File: config.mk
export PLATFORM = sky130hd
export DESIGN_NAME = ibis_period_meter_flat
export DESIGN_NICKNAME = d
export VERILOG_FILES = /design/src/rtl/ibis_period_meter_pkg.sv /design/src/rtl/ibis_period_meter_if.sv /design/src/rtl/ibis_period_meter_edge_detect.sv /design/src/rtl/ibis_period_meter.sv /design/src/flat_wrapper.sv
export SDC_FILE = /design/constraint.sdc
export NUM_CORES = 1
export LEC_CHECK = 0
export BUFFER_PORTS_ARGS = -buffer_cell sky130_fd_sc_hd__buf_2
export CORE_MARGIN = 10
export CORE_UTILIZATION = 40
export DETAILED_ROUTE_END_ITERATION = 12
export GPL_TIMING_DRIVEN = 1
export MAX_ROUTING_LAYER = met4
export PLACE_DENSITY_LB_ADDON = 0.05
export SLEW_MARGIN = 5
export SYNTH_ARGS = -nofsm -noshare
export SYNTH_HDL_FRONTEND = slang
export SYNTH_SLANG_ARGS = --single-unit
File: constraint.sdc
create_clock -name aclk -period 2.9 [get_ports aclk]
set_input_delay 0.29 -clock aclk [delete_from_list [all_inputs] [get_ports aclk]]
set_output_delay 0.29 -clock aclk [all_outputs]
set_load 0.01 [all_outputs]
File: src/rtl/ibis_period_meter_pkg.sv
// Shared types and defaults for the ibis period meter.
package ibis_pkg;

    typedef enum logic [1:0] {
        IDLE,
        WAIT_FIRST,
        COUNT,
        HOLD
    } ibis_meter_state_t;

    localparam int IBIS_METER_DEFAULT_WIDTH = 16;

endpackage

File: src/rtl/ibis_period_meter_if.sv
// Result channel of the period meter (valid/ready plus overflow flag).
// With IBIS_PERIOD_METER_CONTINUOUS_EN the sticky period_overrun flag is carried as well.
interface ibis_period_meter_if #(
    parameter int WIDTH = ibis_pkg::IBIS_METER_DEFAULT_WIDTH
);
    logic [WIDTH-1:0] period_out;
    logic             period_overflow;
    logic             period_valid;
    logic             period_ready;
`ifdef IBIS_PERIOD_METER_CONTINUOUS_EN
    logic             period_overrun;

    modport master (
        output period_out,
        output period_overflow,
        output period_valid,
        output period_overrun,
        input  period_ready
    );

    modport slave (
        input  period_out,
        input  period_overflow,
        input  period_valid,
        input  period_overrun,
        output period_ready
    );
`else
    modport master (
        output period_out,
        output period_overflow,
        output period_valid,
        input  period_ready
    );

    modport slave (
        input  period_out,
        input  period_overflow,
        input  period_valid,
        output period_ready
    );
`endif
endinterface

File: src/rtl/ibis_period_meter_edge_detect.sv
// Enable-gated sample register with a 0->1 pulse; inputs on disabled cycles are not observed.
module ibis_edge_detect (
    input  logic aclk,
    input  logic areset,
    input  logic enable,
    input  logic d,
    output logic rise
);

    logic d_prev;

    always_ff @(posedge aclk or posedge areset) begin
        if (areset) begin
            d_prev <= 1'b0;
        end else if (enable) begin
            d_prev <= d;
        end
    end

    assign rise = d & ~d_prev;

endmodule

File: src/rtl/ibis_period_meter.sv
// Measures enabled cycles between two rising tick_in edges; continuous mode with IBIS_PERIOD_METER_CONTINUOUS_EN.
// IDLE: waiting for arm | WAIT_FIRST: waiting for opening edge | COUNT: counting | HOLD: result held until accepted
module ibis_period_meter
    import ibis_pkg::*;
#(
    parameter int WIDTH = IBIS_METER_DEFAULT_WIDTH
) (
    input  logic                aclk,
    input  logic                areset,
    input  logic                enable,
    input  logic                arm,
    input  logic                abort,
    input  logic                tick_in,
    output logic                busy,
    ibis_period_meter_if.master result
);

    logic              tick_rise;
    ibis_meter_state_t state;
    logic [WIDTH-1:0]  counter;
    logic              ovf;
    logic [WIDTH:0]    count_inc;
    logic              carry;
    logic [WIDTH-1:0]  count_sat;
    logic [WIDTH-1:0]  result_out;
    logic              result_ovf;
    logic              result_valid;

    ibis_edge_detect u_edge (
        .aclk   (aclk),
        .areset (areset),
        .enable (enable),
        .d      (tick_in),
        .rise   (tick_rise)
    );

    assign count_inc = {1'b0, counter} + {{WIDTH{1'b0}}, 1'b1};
    assign carry     = count_inc[WIDTH];
    assign count_sat = carry ? {WIDTH{1'b1}} : count_inc[WIDTH-1:0];
    assign busy      = (state == WAIT_FIRST) || (state == COUNT);

    assign result.period_out      = result_out;
    assign result.period_overflow = result_ovf;
    assign result.period_valid    = result_valid;

`ifdef IBIS_PERIOD_METER_CONTINUOUS_EN
    logic overrun;
    assign result.period_overrun = overrun;
`endif

    always_ff @(posedge aclk or posedge areset) begin
        if (areset) begin
            state        <= IDLE;
            counter      <= '0;
            ovf          <= 1'b0;
            result_out   <= '0;
            result_ovf   <= 1'b0;
            result_valid <= 1'b0;
`ifdef IBIS_PERIOD_METER_CONTINUOUS_EN
            overrun      <= 1'b0;
`endif
        end else begin
`ifdef IBIS_PERIOD_METER_CONTINUOUS_EN
            // Output register drains independently of the measuring FSM.
            if (result_valid && result.period_ready) begin
                result_valid <= 1'b0;
            end
            if (arm) begin
                overrun <= 1'b0;
            end
`endif
            case (state)
                IDLE: begin
                    if (enable && arm) begin
                        state <= WAIT_FIRST;
                    end
                end
                WAIT_FIRST: begin
                    if (enable) begin
                        if (abort) begin
                            state <= IDLE;
                        end else if (tick_rise) begin
                            state   <= COUNT;
                            counter <= '0;
                            ovf     <= 1'b0;
                        end
                    end
                end
                COUNT: begin
                    if (enable) begin
                        if (abort) begin
                            state <= IDLE;
                        end else if (tick_rise) begin
`ifdef IBIS_PERIOD_METER_CONTINUOUS_EN
                            counter <= '0;
                            ovf     <= 1'b0;
                            if (!result_valid || result.period_ready) begin
                                result_out   <= count_sat;
                                result_ovf   <= ovf | carry;
                                result_valid <= 1'b1;
                            end else begin
                                overrun <= 1'b1;
                            end
`else
                            result_out   <= count_sat;
                            result_ovf   <= ovf | carry;
                            result_valid <= 1'b1;
                            state        <= HOLD;
`endif
                        end else begin
                            counter <= count_sat;
                            if (carry) begin
                                ovf <= 1'b1;
                            end
                        end
                    end
                end
                HOLD: begin
`ifdef IBIS_PERIOD_METER_CONTINUOUS_EN
                    state <= IDLE;
`else
                    // Handshake is deliberately not gated by enable.
                    if (result_valid && result.period_ready) begin
                        result_valid <= 1'b0;
                        state        <= arm ? WAIT_FIRST : IDLE;
                    end
`endif
                end
                default: state <= IDLE;
            endcase
        end
    end

endmodule

File: src/flat_wrapper.sv
// flat-port wrapper written by rule: the top's interface ports become plain ports
module ibis_period_meter_flat import ibis_pkg::*;
#(
    parameter int WIDTH = IBIS_METER_DEFAULT_WIDTH
)
  (aclk, areset, enable, arm, abort, tick_in, busy, result_period_out, result_period_overflow, result_period_valid, result_period_ready);
  ibis_period_meter_if #(.WIDTH(WIDTH)) result_i ();
  input  logic aclk;
  input  logic areset;
  input  logic enable;
  input  logic arm;
  input  logic abort;
  input  logic tick_in;
  output logic busy;
  output wire logic [$bits(result_i.period_out)-1:0] result_period_out;
  output wire logic [$bits(result_i.period_overflow)-1:0] result_period_overflow;
  output wire logic [$bits(result_i.period_valid)-1:0] result_period_valid;
  input wire logic [$bits(result_i.period_ready)-1:0] result_period_ready;
  assign result_period_out = result_i.period_out;
  assign result_period_overflow = result_i.period_overflow;
  assign result_period_valid = result_i.period_valid;
  assign result_i.period_ready = result_period_ready;
  ibis_period_meter #(.WIDTH(WIDTH)) u_core (.aclk(aclk), .areset(areset), .enable(enable), .arm(arm), .abort(abort), .tick_in(tick_in), .busy(busy), .result(result_i));
endmodule
==> metrics.txt, run 1 <==
status=finished clean; Site Rows=26; Post-CTS Hold Fix Bufs=0; Commonest cells post-synth=sky130_fd_sc_hd__dfrtp_1, sky130_fd_sc_hd__nor2_1, sky130_fd_sc_hd__o21ai_0, sky130_fd_sc_hd__a21oi_1, sky130_fd_sc_hd__nand2_1; Post-Synthesis Cells=243; Iteration-0 DRC Markers=55; clock period minus final worst setup slack=2.18 ns; core area=5170 sq um; number of top-level design ports=26; post-layout net count=278; Final Hold Fails=0; clock root buffer=sky130_fd_sc_hd__clkbuf_8; summed area of non-filler cells in the final layout=2380 sq um; final RePlAce weighted congestion=0.840; cts bufs inserted=5; Crit Reg-Reg Startpoint=u_core.counter[0]$_DFFE_PP0P_; upper clock frequency limit=459 MHz; library cell with the largest summed area after synthesis=sky130_fd_sc_hd__dfrtp_1; clock latency reported for the late side of the worst-skew pair=0.29 ns; total detailed-routing wirelength=4950 um; synth warn=0; CTS clock-pin slew for the worst setup and hold paths=0.08 ns; destination of the worst register-to-register timing path=u_core.counter[10]$_DFFE_PP0P_; maximum number of pins on one net before global-route repair=39; DIE HEIGHT=93.5 um; CTS tree=built; growth of design area from synthesis to finish=10.4%; Min Hold Slack=0.114 ns; remaining routing DRC violations=0; sequential standard cell area=951 sq um; number of enable flip-flop cells after synthesis=0; portion of the post-synthesis area used by sequential elements=44.0%; crit path launch type=register; number of distinct library cell variants in the gate-level netlist after synthesis=41; Slew @ Worst Pin=0.618 ns; Yosys top cell area share=44.0%; vias in the first global route=1,705; maximum VDD drop=0.467 mV; wire length of the first global-routing pass=8410 um; setup-violating endpoint count in the final report=0; count of state elements after synthesis=38; number of filler cells placed in the layout=508; initial cell density of the core=41.8%; leakage power=1.16 nW; Die X=93.5 um; clk sink count=38; ratio of total power to cell area=705 nW/um^2; count of placed standard cells including taps=328; clk_skew=0.00416 ns; Crit Path Class=register to register; worst endpoint required time=3.11 ns; number of buffers inserted to repair setup after CTS=0; most used flip-flop cell after synthesis=sky130_fd_sc_hd__dfrtp_1; number of diodes=0; area of the multi-input gates=1060 sq um; setup repair after global routing missed its margin=false; dominant cell by count in the synthesized netlist=sky130_fd_sc_hd__dfrtp_1; Critical Path Sink Type=register; global router's overall resource usage=12.3%; number of levels in the clock H-tree=2; Resized cells post-CTS=0; data arrival time of the critical path=2.39 ns; Post-DP HPWL=3490 um; Finished Layout Cells=335; final routed wire length divided by cell count=14.8 um; proportion of layout cells with a drive suffix above 1=18.1%; average footprint of a synthesized cell=8.89 sq um; final sum of negative setup slack=0 ns; Min-Delay Path Class=input port to asynchronous set/reset pin; slack of the worst reg-to-reg path=0.72 ns; detailed-route via count=1,770; number of nets still failing antenna checks after routing=0; max-slew violation count=0; die footprint=8740 sq um; highest fanout seen on the critical path=12; number of antenna violations at the first check in global routing=0; Post-Route Utilization=46.1%; total grt overflow=0; max_cap viols=0; # port buffers=25; maximum root-to-sink buffer count=2; share of flip-flops with an asynchronous set or reset after synthesis=100%; Worst Reg-to-Reg Cells=6; number of search-and-repair iterations in the first detailed-routing pass=4; top cells by area in the synthesized netlist=sky130_fd_sc_hd__dfrtp_1, sky130_fd_sc_hd__nor2_1, sky130_fd_sc_hd__o21ai_0, sky130_fd_sc_hd__a21oi_1, sky130_fd_sc_hd__ha_1; Relative slew margins=58.6%; final period utilization=75.2%; Cell Area, Synth=2160 sq um; detailed-route vias per instance=5.28; number of nets in the synthesized netlist=256; DP Area=2310 sq um
-- worst max-delay path, cell delays in order (launching register included) --
cell and delay (ns):
sky130_fd_sc_hd__dfrtp_1 0.44, sky130_fd_sc_hd__ha_1 0.35, sky130_fd_sc_hd__inv_1 0.15, sky130_fd_sc_hd__or4_4 0.58, sky130_fd_sc_hd__nor2_4 0.29, sky130_fd_sc_hd__nor2_1 0.12
sky130_fd_sc_hd__o22ai_1 0.16
-- registers in the layout, summed over array words and instances (netlist names) --
signal,count
u_core.counter,16
u_core.ovf,1
u_core.result.period_out,16
u_core.result.period_overflow,1
u_core.result.period_valid,1
u_core.state,2
u_core.u_edge.d_prev,1
-- per-layer routing --
metal	global-route usage [%]	wire, um
met1	15.1	2360
met5	-	0
met4	3.86	29
met3	3.68	290
met2	18.7	2270
-- how the worst max path moves through the flow --
stage,from,endpoint,slack [ns],depth (start not counted)
4_1_cts,u_core.counter[0]$_DFFE_PP0P_,u_core.counter[2]$_DFFE_PP0P_,0.70,6
6_report,u_core.counter[0]$_DFFE_PP0P_,u_core.counter[10]$_DFFE_PP0P_,0.72,6
3_5_place_dp,u_core.counter[0]$_DFFE_PP0P_,u_core.counter[2]$_DFFE_PP0P_,0.73,6
2_1_floorplan,u_core.counter[0]$_DFFE_PP0P_,u_core.counter[11]$_DFFE_PP0P_,1.10,8
5_1_grt,u_core.counter[0]$_DFFE_PP0P_,u_core.counter[2]$_DFFE_PP0P_,0.51,6
3_3_place_gp,u_core.counter[0]$_DFFE_PP0P_,u_core.counter[2]$_DFFE_PP0P_,0.77,6
-- power breakdown --
group,total (W),internal (W),switching [W]
logic,0.000528,0.000227,0.000301
clock network,0.000350,0.000162,0.000188
registers,0.000803,0.000681,0.000123
-- metrics by stage --
step	power, W	setup slack [ns]
6_report	0.00168	0.720
5_1_grt	0.00184	0.505
4_1_cts	0.00172	0.703
3_5_place_dp	0.00136	0.731
3_3_place_gp	0.00135	0.775
2_1_floorplan	0.00116	1.10
-- final cells by class --
type	count	area share, %
tap	70	3.67
clock buffer	5	2.89
sequential	38	39.9
clock inverter	2	0.420
inverter	13	2.05
timing repair buffer	30	6.82
multi-input combinational	177	44.3
-- placed cells by master (no fill, tap or decap), types with 2 or more instances in the layout --
| cell type | instances |
|---|---|
| sky130_fd_sc_hd__nand4_1 | 3 |
| sky130_fd_sc_hd__a31oi_1 | 11 |
| sky130_fd_sc_hd__o22ai_1 | 4 |
| sky130_fd_sc_hd__xnor2_1 | 5 |
| sky130_fd_sc_hd__buf_4 | 5 |
| sky130_fd_sc_hd__nand2b_1 | 2 |
| sky130_fd_sc_hd__nor2_1 | 36 |
| sky130_fd_sc_hd__a21oi_1 | 22 |
| sky130_fd_sc_hd__buf_2 | 25 |
| sky130_fd_sc_hd__ha_1 | 6 |
| sky130_fd_sc_hd__xor2_1 | 2 |
| sky130_fd_sc_hd__nor2b_1 | 2 |
| sky130_fd_sc_hd__o21ai_1 | 3 |
| sky130_fd_sc_hd__nor3_1 | 2 |
| sky130_fd_sc_hd__nand3_1 | 8 |
| sky130_fd_sc_hd__nand2_1 | 18 |
| sky130_fd_sc_hd__clkbuf_8 | 5 |
| sky130_fd_sc_hd__dfrtp_1 | 38 |
| sky130_fd_sc_hd__a21o_1 | 2 |
| sky130_fd_sc_hd__o21ai_0 | 26 |
| sky130_fd_sc_hd__nor4_4 | 2 |
| sky130_fd_sc_hd__o21a_1 | 2 |
| sky130_fd_sc_hd__nand4_4 | 2 |
| sky130_fd_sc_hd__and3_1 | 5 |
| sky130_fd_sc_hd__clkinv_2 | 2 |
| sky130_fd_sc_hd__inv_1 | 13 |
-- kinds of logic after synthesis --
group / after synthesis / share of synthesized area, %
DFF: 38 / 44.0
buffers and inverters: 28 / 7.07
xor gates and xnor gates: 7 / 2.84
adders and majority gates: 6 / 3.48
and+or+nand+nor: 89 / 22.7
AOI/OAI and AO/OA: 74 / 19.4
muxes: 1 / 0.521
No activity file was read; power rests on OpenSTA's default activity.
==> inputs of run 2 (changes only) <==
- ABC_AREA: default -> 1
- clock period: 2.9 -> 2.1 ns (I/O delays scaled with it)
==> run 2 against run 1 <==
Global-route usage down 0.18 points; hold slack worse by 0.093 ns; combinational power down 13%; fmax up 16%; largest cell class unchanged; largest power group unchanged.
==> metrics.txt, run 2 <==
delay contributed by the slowest stage of the critical path=0.41 ns (-0.17 ns); Min Hold Slack=0.0200 ns (-0.0935 ns); slack of the worst reg-to-reg path=0.23 ns (-0.49 ns); most used flip-flop cell after synthesis=sky130_fd_sc_hd__dfrtp_1; CTS tree=built; number of enable flip-flop cells after synthesis=0 (unchanged); Resized cells post-CTS=0 (unchanged); maximum number of pins on one net before global-route repair=39 (unchanged); setup repair after global routing missed its margin=false; clk_skew=0.00753 ns (+0.00337 ns); Crit Path Class=register to register; Critical Path Sink Type=register; dominant cell by count in the synthesized netlist=sky130_fd_sc_hd__nand2_1; top cells by area in the synthesized netlist=sky130_fd_sc_hd__dfrtp_1, sky130_fd_sc_hd__nand2_1, sky130_fd_sc_hd__inv_1, sky130_fd_sc_hd__ha_1, sky130_fd_sc_hd__nor2_1; clock period minus final worst setup slack=1.87 ns (-0.305 ns); final period utilization=89.3% (+14 points); number of antenna violations at the first check in global routing=0 (unchanged); status=finished clean; final routed wire length divided by cell count=12.9 um (-13%); number of nets in the synthesized netlist=286 (+12%); detailed-route via count=1,723 (-2.7%); ratio of total power to cell area=870 nW/um^2 (+23%); total grt overflow=0 (unchanged); Yosys top cell area share=45.1% (+1.0 points); initial cell density of the core=41.3% (-0.45 points); Crit. Startpoint=u_core.state[0]$_DFFE_PP0P_; leakage power=1.38 nW (+19%); Cell Area, Synth=2110 sq um (-2.3%); maximum VDD drop=0.559 mV (+20%); Final Hold Fails=0 (unchanged); cts bufs inserted=5 (unchanged); upper clock frequency limit=533 MHz (+16%); proportion of layout cells with a drive suffix above 1=18.4% (+0.25 points); number of levels in the clock H-tree=2 (unchanged); number of nets still failing antenna checks after routing=0 (unchanged); number of diodes=0 (unchanged); crit path launch type=register; number of distinct library cell variants in the gate-level netlist after synthesis=29 (-29%); Min-Delay Path Class=input port to asynchronous set/reset pin; area of the multi-input gates=1020 sq um (-3.8%); Post-CTS Hold Fix Bufs=0 (unchanged); max_cap viols=0 (unchanged); Sequential Power Share=42.3% (-5.5 points); Post-DP HPWL=3560 um (+1.9%); fraction of power consumed by the clock network=36.2% (+15 points); ordered cell list for the critical path=inv_1 -> ha_1 -> inv_1 -> nor2_2 -> nand4_1 -> o21ai_2 -> inv_1 -> nand2_1 -> o21ai_0; worst endpoint required time=2.27 ns (-0.84 ns); maximum root-to-sink buffer count=2 (unchanged); remaining routing DRC violations=0 (unchanged); switching pwr=0.000611 W (-0.12%); top library cells by usage in the layout, fill and taps aside=sky130_fd_sc_hd__nand2_1, sky130_fd_sc_hd__dfrtp_1, sky130_fd_sc_hd__buf_2, sky130_fd_sc_hd__inv_1, sky130_fd_sc_hd__nor2_1; count of state elements after synthesis=38 (unchanged); relative contribution of combinational cells to total power=21.4% (-10 points); Commonest cells post-synth=sky130_fd_sc_hd__nand2_1, sky130_fd_sc_hd__dfrtp_1, sky130_fd_sc_hd__inv_1, sky130_fd_sc_hd__nor2_1, sky130_fd_sc_hd__nand3_1; clock root buffer=sky130_fd_sc_hd__clkbuf_8; highest fanout seen on the critical path=15 (+3); wire length of the first global-routing pass=8180 um (-2.7%); Die X=92.6 um (-0.91%); max-slew violation count=0 (unchanged); clock latency reported for the late side of the worst-skew pair=0.29 ns (about the same); core area=5110 sq um (-1.3%); most common cell type on the critical path=sky130_fd_sc_hd__inv_1; portion of the post-synthesis area used by sequential elements=45.1% (+1.0 points); final RePlAce weighted congestion=0.830 (-1.2%); data arrival time of the critical path=2.04 ns (-0.35 ns); growth of design area from synthesis to finish=16.3%; crit path max-delay cell type=sky130_fd_sc_hd__dfrtp_1; vias in the first global route=1,723 (+1.1%); number of search-and-repair iterations in the first detailed-routing pass=4 (unchanged); Crit Reg-Reg Startpoint=u_core.state[0]$_DFFE_PP0P_; final sum of negative setup slack=0 ns (unchanged); synth warn=0 (unchanged); Site Rows=26 (unchanged); library cell with the largest summed area after synthesis=sky130_fd_sc_hd__dfrtp_1; post-layout net count=317 (+14%); internal power consumption=0.00152 W (+43%); Post-Synthesis Cells=273 (+12%); setup-violating endpoint count in the final report=0 (unchanged); total detailed-routing wirelength=4820 um (-2.6%); Slew @ Worst Pin=0.495 ns (-0.123 ns); sequential standard cell area=951 sq um (unchanged); cell family with most CP delay=simple AND/OR/NAND/NOR gates; Relative slew margins=67.0% (+8.4 points); # port buffers=25 (unchanged); clk sink count=38 (unchanged); die footprint=8580 sq um (-1.8%); global router's overall resource usage=12.1% (-0.18 points); number of buffers and inverters on the critical path=3 (+2); number of buffers inserted to repair setup after CTS=0 (unchanged); leading cell type in the layout, fill and taps excluded=sky130_fd_sc_hd__nand2_1; DIE HEIGHT=92.6 um (-0.91%); average footprint of a synthesized cell=7.73 sq um (-13%); number of top-level design ports=26 (unchanged); Iteration-0 DRC Markers=49 (-11%); detailed-route vias per instance=4.59 (-13%); CTS clock-pin slew for the worst setup and hold paths=0.08 ns (about the same); number of filler cells placed in the layout=524 (+3.1%); Sw Share=28.6% (-7.8 points); share of flip-flops with an asynchronous set or reset after synthesis=100% (unchanged)
==> run 2: cell count changes in the layout (fill, tap and decap cells not counted), sizes merged, moves of 4 or more <==
cell   change
a21oi     -21
a31oi      -7
and3       -5
inv       +13
nand2     +99
nand3      +8
nor2      -11
o21ai     -14
o22ai      -4
xnor2      -5
xor2       +4
==> run 2: cells by family (layout without fill, tap and decap cells) <==
logic type	Yosys count	count (layout)	share of synthesized area, %
compound gates	24	24	6.76
simple gates	167	167	35.3
fa+ha+maj	6	6	3.56
buf+inv	32	64	6.76
xor+xnor	6	6	2.49
flops	38	38	45.1
==> run 2: layout make-up <==
type	instances	share of cell area (%)
Inverter	27	4.13
Tap cell	70	3.57
Timing Repair Buffer	29	6.32
Clock buffer	6	3.37
Sequential cell	38	38.8
Clock inverter	2	2.45
Multi-Input combinational cell	203	41.4
==> run 2: power groups by stage <==
stage	clock network (W)	logic, W	registers (W)
final	0.000773	0.000458	0.000904
after global routing	0.000822	0.000532	0.000920
after CTS	0.000793	0.000472	0.000907
after detailed placement	0	0.000467	0.000920
after global placement	0	0.000471	0.000915
after floorplan	0	0.000300	0.000933
==> run 2: per-layer routing <==
layer	track usage, %	wire length [um]	vias up
met2	17.6	2060	34
li1	-	-	921
met1	16.0	2510	763
met3	2.82	197	5
met5	-	0	-
met4	4.24	50	0
==> run 2: metrics by stage <==
step	std cells	instance area [sq um]	setup WS, ns	total power, W	util (%)
final	375	2450	0.225	0.00214	48.0
after global routing	375	2450	0.00365	0.00227	48.0
after CTS	375	2450	0.192	0.00217	48.0
after detailed placement	367	2310	0.208	0.00139	45.2
after global placement	367	2310	0.319	0.00139	45.2
after floorplan	273	2110	0.511	0.00123	-
==> run 2: path summary, 6_finish.rpt <==
check,cells past startpoint,endpoint
max,9,u_core.counter[6]$_DFFE_PP0P_
min,3,u_core.counter[4]$_DFFE_PP0P_
max reg2reg,9,u_core.counter[6]$_DFFE_PP0P_
min reg2reg,2,u_core.result.period_out[15]$_DFFE_PP0P_
max in group asynchronous,3,u_core.result.period_out[13]$_DFFE_PP0P_
min in group aclk,3,u_core.u_edge.d_prev$_DFFE_PP0P_
==> run 2: tightest hold or removal path: cells and delay by family <==
family	cells	cell delay, ns
buf+inv	3	0.54
==> inputs of run 3 (changes only) <==
- CORE_UTILIZATION: 40 -> 25
- SYNTH_HIERARCHICAL: default -> 1
==> run 3 against run 2 <==
Via count grew 3.3%; core utilization is 17 points lower; critical path depth is 1 lower; die area increased by 49%; synthesized cell count up 4.0%; non-clock buffer count is the same; count of clock-buffer cells in the layout did not move.
==> metrics.txt, run 3 <==
status=finished clean; setup repair after global routing missed its margin=false; max-slew violation count=0 (unchanged); data arrival time of the critical path=1.92 ns (-0.12 ns); core area=8300 sq um (+62%); number of nets in the synthesized netlist=297 (+3.8%); Die X=113 um (+22%); internal power consumption=0.00165 W (+8.0%); # port buffers=25 (unchanged); worst endpoint required time=2.32 ns (+0.05 ns); Min-Delay Path Class=input port to register; summed area of non-filler cells in the final layout=2540 sq um (+3.6%); clock root buffer=sky130_fd_sc_hd__clkbuf_8; count of placed standard cells including taps=411 (+12%); Resized cells post-CTS=0 (unchanged); library cell with the largest summed area after synthesis=sky130_fd_sc_hd__dfrtp_1; number of search-and-repair iterations in the first detailed-routing pass=4 (unchanged); detailed-route vias per instance=4.24 (-7.8%); Final Hold Fails=0 (unchanged); vias in the first global route=1,809 (+5.0%); Site Rows=33 (+27%); number of levels in the clock H-tree=2 (unchanged); number of nets still failing antenna checks after routing=0 (unchanged); final sum of negative setup slack=0 ns (unchanged); Critical Path Sink Type=register; DIE HEIGHT=113 um (+22%); clock latency reported for the late side of the worst-skew pair=0.29 ns (about the same); final routed wire length divided by cell count=13.4 um (+4.1%); synth warn=6 (+6); CTS tree=built; CTS clock-pin slew for the worst setup and hold paths=0.08 ns (about the same); maximum root-to-sink buffer count=2 (unchanged); final RePlAce weighted congestion=0.765 (-7.8%); Slew @ Worst Pin=0.507 ns (+0.0125 ns); leakage power=1.39 nW (+0.78%); detailed-route via count=1,779 (+3.3%); highest fanout seen on the critical path=16 (+1); growth of design area from synthesis to finish=17.6%; remaining routing DRC violations=0 (unchanged); Iteration-0 DRC Markers=77 (+57%); proportion of layout cells with a drive suffix above 1=19.0% (+0.69 points); share of flip-flops with an asynchronous set or reset after synthesis=100% (unchanged); Crit Path Class=register to register; Cell Area, Synth=2160 sq um (+2.4%); clk sink count=38 (unchanged); cts bufs inserted=5 (unchanged); portion of the post-synthesis area used by sequential elements=44.0% (-1.1 points); die footprint=12,800 sq um (+49%); Sequential Power Share=41.7% (-0.6 points); maximum VDD drop=0.277 mV (-50%); leading cell type in the layout, fill and taps excluded=sky130_fd_sc_hd__nand2_1; count of state elements after synthesis=38 (unchanged); clk_skew=0.00724 ns (-0.000293 ns); ratio of total power to cell area=957 nW/um^2 (+10%); Sw Share=32.3% (+3.7 points); switching pwr=0.000787 W (+29%); number of antenna violations at the first check in global routing=0 (unchanged); average footprint of a synthesized cell=7.61 sq um (-1.5%); setup-violating endpoint count in the final report=0 (unchanged); final period utilization=81.0% (-8.3 points); most used flip-flop cell after synthesis=sky130_fd_sc_hd__dfrtp_1; global router's overall resource usage=9.29% (-2.8 points); relative contribution of combinational cells to total power=25.9% (+4.5 points); DP Area=2390 sq um (+3.4%); Post-DP HPWL=4090 um (+15%); Commonest cells post-synth=sky130_fd_sc_hd__nand2_1, sky130_fd_sc_hd__dfrtp_1, sky130_fd_sc_hd__inv_1, sky130_fd_sc_hd__nor2_1, sky130_fd_sc_hd__nand3_1; initial cell density of the core=26.0% (-15 points); crit path launch type=register; Relative slew margins=66.2% (-0.84 points); Post-Synthesis Cells=284 (+4.0%); number of diodes=0 (unchanged); number of top-level design ports=26 (unchanged); maximum number of pins on one net before global-route repair=38 (-2.6%); fraction of power consumed by the clock network=32.4% (-3.8 points); upper clock frequency limit=588 MHz (+10%); max_cap viols=0 (unchanged); Yosys top cell area share=44.0% (-1.1 points); dominant cell by count in the synthesized netlist=sky130_fd_sc_hd__nand2_1; number of distinct library cell variants in the gate-level netlist after synthesis=29 (unchanged); clock period minus final worst setup slack=1.70 ns (-0.175 ns); Finished Layout Cells=420 (+12%); PnR Total Power=0.00243 W (+14%); total detailed-routing wirelength=5620 um (+17%); total grt overflow=0 (unchanged); top library cells by usage in the layout, fill and taps aside=sky130_fd_sc_hd__nand2_1, sky130_fd_sc_hd__dfrtp_1, sky130_fd_sc_hd__inv_1, sky130_fd_sc_hd__buf_2, sky130_fd_sc_hd__nor2_1; top cells by area in the synthesized netlist=sky130_fd_sc_hd__dfrtp_1, sky130_fd_sc_hd__nand2_1, sky130_fd_sc_hd__inv_1, sky130_fd_sc_hd__nor2_1, sky130_fd_sc_hd__nand3_1; number of enable flip-flop cells after synthesis=0 (unchanged); post-layout net count=327 (+3.2%); wire length of the first global-routing pass=9470 um (+16%)
run 3: cell count changes after synthesis, moves of 3 or more:
cell	previous run	this run
sky130_fd_sc_hd__nand2_1	112	108
sky130_fd_sc_hd__nor2_1	20	23
sky130_fd_sc_hd__xor2_1	6	2
sky130_fd_sc_hd__o21ai_1	1	9
sky130_fd_sc_hd__nand3_1	13	16
sky130_fd_sc_hd__nand3_2	3	6
run 3: cell families (layout without fill, tap and decap cells):
kind of cell / count (synthesis) / count (layout) / share of synthesized area (%)
AND/OR/NAND/NOR: 170 / 170 / 36.1
adder cells (fa/ha/maj): 6 / 6 / 3.47
AO/OA/AOI/OAI: 31 / 31 / 7.70
XOR/XNOR: 2 / 2 / 0.811
flip-flops: 38 / 38 / 44.0
buffers and inverters: 37 / 68 / 7.87
run 3: cell type report:
type | instances | area [sq um]
Fill cell | 886 | 5760
Inverter | 31 | 119
Clock inverter | 2 | 60.1
Tap cell | 105 | 131
Sequential cell | 38 | 951
Multi-Input combinational cell | 209 | 1040
Timing Repair Buffer | 29 | 158
Clock buffer | 6 | 82.6
run 3: power by group through the flow:
stage / sequential, W / combinational (W) / clock (W)
after floorplan: 0.00104 / 0.000401 / 0
after global placement: 0.00103 / 0.000655 / 0
after detailed placement: 0.00103 / 0.000646 / 0
after CTS: 0.00102 / 0.000649 / 0.000823
after global routing: 0.00104 / 0.000752 / 0.000856
final: 0.00101 / 0.000631 / 0.000789
run 3: what timing repair did:
| action | 4_1_cts | 5_1_grt |
|---|---|---|
| buffers inserted | 0 | 0 |
| hold buffers | 1 | 0 |
| setup endpoints to repair | 0 | 0 |
| endpoints found under the hold margin | 1 | 0 |
run 3: path summary, 6_finish.rpt:
kind | from | to | slack, ns | cells past startpoint
min | tick_in | u_core/u_edge/d_prev$_DFFE_PP0P_ | 0.14 | 3
max in group asynchronous | areset | u_core/ovf$_DFFE_PP0P_ | 1.15 | 4
max | u_core/state[0]$_DFFE_PP0P_ | u_core/result.period_out[0]$_DFFE_PP0P_ | 0.40 | 8
min reg2reg | u_core/result.period_out[10]$_DFFE_PP0P_ | u_core/result.period_out[10]$_DFFE_PP0P_ | 0.48 | 2
min in group asynchronous | areset | u_core/u_edge/d_prev$_DFFE_PP0P_ | 0.30 | 3
max reg2reg | u_core/state[0]$_DFFE_PP0P_ | u_core/result.period_out[0]$_DFFE_PP0P_ | 0.40 | 8
run 3: worst max-delay path, cell delays in order (launching register included):
cell	delay, ns
sky130_fd_sc_hd__dfrtp_1	0.40
sky130_fd_sc_hd__inv_1	0.12
sky130_fd_sc_hd__ha_1	0.27
sky130_fd_sc_hd__inv_1	0.09
sky130_fd_sc_hd__nor2_1	0.14
sky130_fd_sc_hd__nand3_1	0.14
sky130_fd_sc_hd__inv_2	0.27
sky130_fd_sc_hd__nor2_1	0.07
sky130_fd_sc_hd__a31oi_1	0.13
run 3: stage by stage:
stage | worst slack [ns] | util [%] | hold WS [ns]
global route | 0.151 | 30.6 | 0.147
detailed placement | 0.379 | 28.8 | 0.0589
floorplan | 0.541 | - | -0.0613
global placement | 0.450 | 28.8 | 0.0555
finish | 0.400 | 30.6 | 0.141
CTS | 0.366 | 30.6 | 0.135
run 3: per-layer routing:
| layer | routed length [um] | track usage [%] |
|---|---|---|
| met5 | 0 | - |
| met4 | 48 | 2.28 |
| met3 | 121 | 2.11 |
| met2 | 2350 | 13.3 |
| met1 | 3100 | 12.8 |
